$ cat src/rtl/npc_ifu.sv
// npc instruction fetch unit: owns the PC, issues one word fetch at a time and hands
// {inst, inst_pc} to execute. Optional ebreak halt is enabled by IFU_EBREAK_HALT_EN.
module npc_ifu #(
    parameter int                 ADDR_W   = 32,
    parameter logic [ADDR_W-1:0]  RESET_PC = 'h8000_0000
) (
    input  logic              clk,
    input  logic              rst,
    input  logic              redirect_valid,
    input  logic [ADDR_W-1:0] redirect_pc,
    output logic              req_valid,
    input  logic              req_ready,
    output logic [ADDR_W-1:0] req_addr,
    input  logic              rsp_valid,
    input  logic [31:0]       rsp_data,
    output logic              inst_valid,
    input  logic              inst_ready,
    output logic [31:0]       inst,
    output logic [ADDR_W-1:0] inst_pc,
    output logic              halt
);

    // state | meaning
    // IDLE  | no request; one bubble after reset or a redirect seen in REQ
    // REQ   | request presented at pc
    // WAIT  | request accepted, awaiting response (drop marks a stale word)
    // HOLD  | instruction presented to execute
    // HALT  | ebreak retired, fetch stopped until reset
    typedef enum logic [2:0] {
        S_IDLE = 3'd0,
        S_REQ  = 3'd1,
        S_WAIT = 3'd2,
        S_HOLD = 3'd3,
        S_HALT = 3'd4
    } state_t;

    localparam logic [31:0] EBREAK = 32'h0010_0073;

    state_t            state, state_nxt;
    logic [ADDR_W-1:0] pc, pc_nxt;
    logic              drop, drop_nxt;
    logic [31:0]       inst_q, inst_nxt;
    logic [ADDR_W-1:0] redirect_aligned;
    logic              is_ebreak;

    assign redirect_aligned = {redirect_pc[ADDR_W-1:2], 2'b00};

`ifdef IFU_EBREAK_HALT_EN
    assign is_ebreak = (inst_q == EBREAK);
`else
    assign is_ebreak = 1'b0;
`endif

    always_ff @(posedge clk or negedge rst) begin
        if (!rst) begin
            state  <= S_IDLE;
            pc     <= RESET_PC;
            drop   <= 1'b0;
            inst_q <= '0;
        end else begin
            state  <= state_nxt;
            pc     <= pc_nxt;
            drop   <= drop_nxt;
            inst_q <= inst_nxt;
        end
    end

    always_comb begin
        state_nxt = state;
        pc_nxt    = pc;
        drop_nxt  = drop;
        inst_nxt  = inst_q;
        case (state)
            S_IDLE: begin
                if (redirect_valid) pc_nxt = redirect_aligned;
                state_nxt = S_REQ;
            end
            S_REQ: begin
                // Address must not change while req_valid is high, so a redirect
                // that misses the handshake retires the request for one cycle.
                if (req_ready) begin
                    state_nxt = S_WAIT;
                    if (redirect_valid) begin
                        pc_nxt   = redirect_aligned;
                        drop_nxt = 1'b1;
                    end
                end else if (redirect_valid) begin
                    pc_nxt    = redirect_aligned;
                    state_nxt = S_IDLE;
                end
            end
            S_WAIT: begin
                if (redirect_valid) pc_nxt = redirect_aligned;
                if (rsp_valid) begin
                    if (drop || redirect_valid) begin
                        drop_nxt  = 1'b0;
                        state_nxt = S_REQ;
                    end else begin
                        inst_nxt  = rsp_data;
                        state_nxt = S_HOLD;
                    end
                end else if (redirect_valid) begin
                    drop_nxt = 1'b1;
                end
            end
            S_HOLD: begin
                if (redirect_valid) begin
                    pc_nxt    = redirect_aligned;
                    state_nxt = S_REQ;
                end else if (inst_ready) begin
                    if (is_ebreak) begin
                        state_nxt = S_HALT;
                    end else begin
                        pc_nxt    = pc + ADDR_W'(4);
                        state_nxt = S_REQ;
                    end
                end
            end
            S_HALT: state_nxt = S_HALT;
            default: state_nxt = S_IDLE;
        endcase
    end

    assign req_valid  = (state == S_REQ);
    assign req_addr   = pc;
    assign inst_valid = (state == S_HOLD);
    assign inst       = inst_q;
    assign inst_pc    = pc;
    assign halt       = (state == S_HALT);

endmodule
$ cat config.mk
export PLATFORM = sky130hd
export DESIGN_NAME = npc_ifu
export DESIGN_NICKNAME = d
export VERILOG_FILES = /design/src/rtl/npc_ifu.sv
export SDC_FILE = /design/constraint.sdc
export NUM_CORES = 1
export LEC_CHECK = 0
export CAP_MARGIN = 20
export CORE_UTILIZATION = 46
export CTS_CLUSTER_DIAMETER = 50
export DETAILED_ROUTE_END_ITERATION = 6
export GPL_ROUTABILITY_DRIVEN = 0
export HOLD_SLACK_MARGIN = 0.12
export PLACE_DENSITY = 0.95
export RECOVER_POWER = 25
export SLEW_MARGIN = 20
export SYNTH_ARGS = -nofsm -noshare
export SYNTH_HDL_FRONTEND = slang
export SYNTH_SLANG_ARGS = --single-unit
$ cat constraint.sdc
create_clock -name clk -period 4.5 [get_ports clk]
set_input_delay 0.9 -clock clk [delete_from_list [all_inputs] [get_ports clk]]
set_output_delay 0.9 -clock clk [all_outputs]
set_load 0.005 [all_outputs]
==> flow_metrics.py <==
metrics = {
    "critical_path": {
        "worst-path-buf-inv": 2,
        "path_cells": "clkdlybuf4s50_1 -> nand2b_1 -> nand2_1 -> buf_4 -> o21ai_0 -> a22o_1",
        "crit_start": "redirect_valid",
        "arrival_ps": 3210,
        "cp-start-kind": "input port",
        "crit_slowest_cell": "clkdlybuf4s50_1",
        "crit_family": "buffers and inverters",
        "r2r_start": "state[2]",
        "criticalPathCategory": "in2reg",
        "critPathMaxFanout": 22,
        "critPathCaptureType": "flop",
        "required_ps": 4730,
        "max_stage_delay_ps": 730,
    },
    "synthesis": {
        "avgSynthCellArea_um2": 10.0,
        "synth_enable_flop_cells": 0,
        "synth_most_common_cell": "dfrtp_1",
        "syn_area_um2": 3770,
        "synth_flop_cell": "dfrtp_1",
        "synth_top_area_frac": 0.432,
        "yosys-top-cells-area": "dfrtp_1 43%, mux2_2 9.6%, buf_4 7.6%, a21oi_1 2.7%, nand3_1 2.4%",
        "yosysSeqAreaShare": 0.439,
        "synth_common_cells": "65 x dfrtp_1, 38 x buf_4, 32 x mux2_2",
        "yosys_register_bits": 66,
        "ys_types": 56,
        "syn-instance-count": 376,
        "yosysTopAreaCell": "dfrtp_1",
        "synth_warnings": 0,
        "ys_async_sr_fraction": 1.00,
    },
    "timing": {
        "period_minus_slack_ps": 2980,
        "clock.fmax_mhz": 335,
        "report.final.hold_viol_count": 0,
        "rsz0062_at_grt": "false",
        "drv_slew": 47,
        "worstMarginPinSlew_ps": 2520,
        "timing.final.crit_share": 0.663,
        "setup_tns_ps": 0,
        "setup_violations": 0,
        "max_slew_margin": -0.679,
        "finalClockSkew_ps": 7.42,
    },
    "routing": {
        "drc": 0,
        "initialDrtViolationCount": 298,
        "top_layer": "met4",
        "vias": 3600,
        "met2WireLength_mm": 5.62,
        "vias_per_cell": 5.98,
        "first_pass_iters": 5,
        "wire_per_inst_um": 18.2,
        "wl_met1_mm": 4.18,
        "ant_nets": 0,
        "wl_met3_um": 890,
        "wirelength_mm": 10.9,
    },
    "worst_hold_path": {
        "hp-start": "inst[29]",
        "hp-class": "reg2reg",
    },
    "floorplanning": {
        "start_util": 0.482,
        "core_um2": 7810,
        "dieArea_um2": 8550,
        "die_x_um": 92.5,
        "rows": 32,
        "die_h_um": 92.5,
        "ios": 169,
    },
    "clocking": {
        "clock_latency_ps": 340,
        "clk_pin_slew_ps": 80,
        "cts_buffers": 9,
        "clock_sinks": 66,
        "cts_tree": "done",
        "cts_htree_levels": 3,
        "postCtsSetupBuffers": 0,
        "cts_max_path_buffers": 2,
        "hold_buffers": 0,
        "cts_root_buf": "clkbuf_8",
        "postCtsResizedCells": 0,
    },
    "run_status": {
        "violations": "max-capacitance violations, max-slew violations",
        "status": "complete, but fails checks",
    },
    "placement": {
        "portBuffers": 162,
        "dpl.hpwl_mm": 7.93,
    },
    "global_route": {
        "antenna_found_initial": 0,
        "overflow": 0,
        "grt_first_pass_wirelength_mm": 17.2,
        "grt_max_degree": 47,
        "track_usage": 0.257,
        "grt_pass1_vias": 3494,
    },
    "finish": {
        "seq_area_um2": 1650,
        "multi_input_area_um2": 1710,
        "drive_gt1_frac": 0.122,
        "n_fill_cell": 591,
        "area_growth_pct": 43.5,
        "nNetsFinal": 566,
        "antennaDiodeCount": 0,
    },
    "pwr": {
        "finalPower_mw": 2.72,
        "irDropWorstVdd_uv": 342,
        "p_leak_nw": 2.14,
        "power_density_nw_per_um2": 503,
    },
    "job": {
        "drv_cap": 1,
    },
}
## report_power, final
group / internal, mW / switching (mW) / leakage (nW) / total (mW)
Clock: 0.370 / 0.239 / 0.117 / 0.610
Sequential: 0.785 / 0.214 / 0.820 / 0.999
Combinational: 0.685 / 0.423 / 1.21 / 1.11
Total: 1.84 / 0.876 / 2.14 / 2.72
## path summary, 6_finish.rpt
kind,endpoint,slack [ps],depth (start not counted)
worst min register to register,inst[29],510,1
worst max-delay path,inst_pc[13],1520,6
worst max register to register,inst_pc[13],2170,5
min in group asynchronous,inst[24],1330,1
worst min-delay path,inst[29],510,1
max in group asynchronous,inst_pc[19],1730,1
## metal layers
layer / track usage / up-vias
met1: 0.326 / 1730
met2: 0.430 / 210
met3: 0.0583 / 30
met4: 0.0938 / 0
li1: - / 1630
met5: 0 / -
## placed cells by master (no fill, tap or decap), types with 7 or more instances in the layout
cell | synthesis | layout
nand3_1 | 18 | 18
mux2_2 | 32 | 32
o22ai_1 | 8 | 8
nor3_1 | 14 | 14
clkdlybuf4s50_1 | 0 | 161
o21ai_0 | 15 | 15
nor2_1 | 12 | 12
a21oi_1 | 20 | 20
a211oi_1 | 7 | 7
nand2_1 | 22 | 22
dfrtp_1 | 65 | 65
and4_1 | 8 | 8
nand4_1 | 13 | 13
clkbuf_8 | 0 | 9
## sequential cells by signal (all words and copies together), names as in the netlist
| name | cells |
|---|---|
| drop | 1 |
| inst | 32 |
| inst_pc | 30 |
| state | 3 |
## metrics by stage
| stage | cells | utilization | hold slack, ps | instance area, µm² | setup slack, ps |
|---|---|---|---|---|---|
| finish | 602 | 0.692 | 509 | 5400 | 1520 |
| global placement | 586 | 0.661 | 488 | 5160 | 1300 |
| global route | 602 | 0.692 | 526 | 5400 | 1260 |
| detailed placement | 586 | 0.661 | 493 | 5160 | 1270 |
| floorplan | 379 | - | 504 | 3780 | 2530 |
| CTS | 602 | 0.692 | 510 | 5400 | 1580 |
## cells by family after synthesis
group,count (synthesis),share of synthesized area
and+or+nand+nor,119,0.188
other,1,0.000996
AOI/OAI and AO/OA,89,0.159
muxes,33,0.0983
adders and majority gates,1,0.00332
buffers and inverters,67,0.111
DFF,66,0.439
## area by class of cell
cell class                 instances  area share
clock buffer                      10      0.0236
clock inverter                     6      0.0213
inverter                           5     0.00347
multi-input combinational        246       0.316
sequential                        66       0.306
tap                              102      0.0236
timing repair buffer             167       0.306
(Power assumes the default switching activity.)
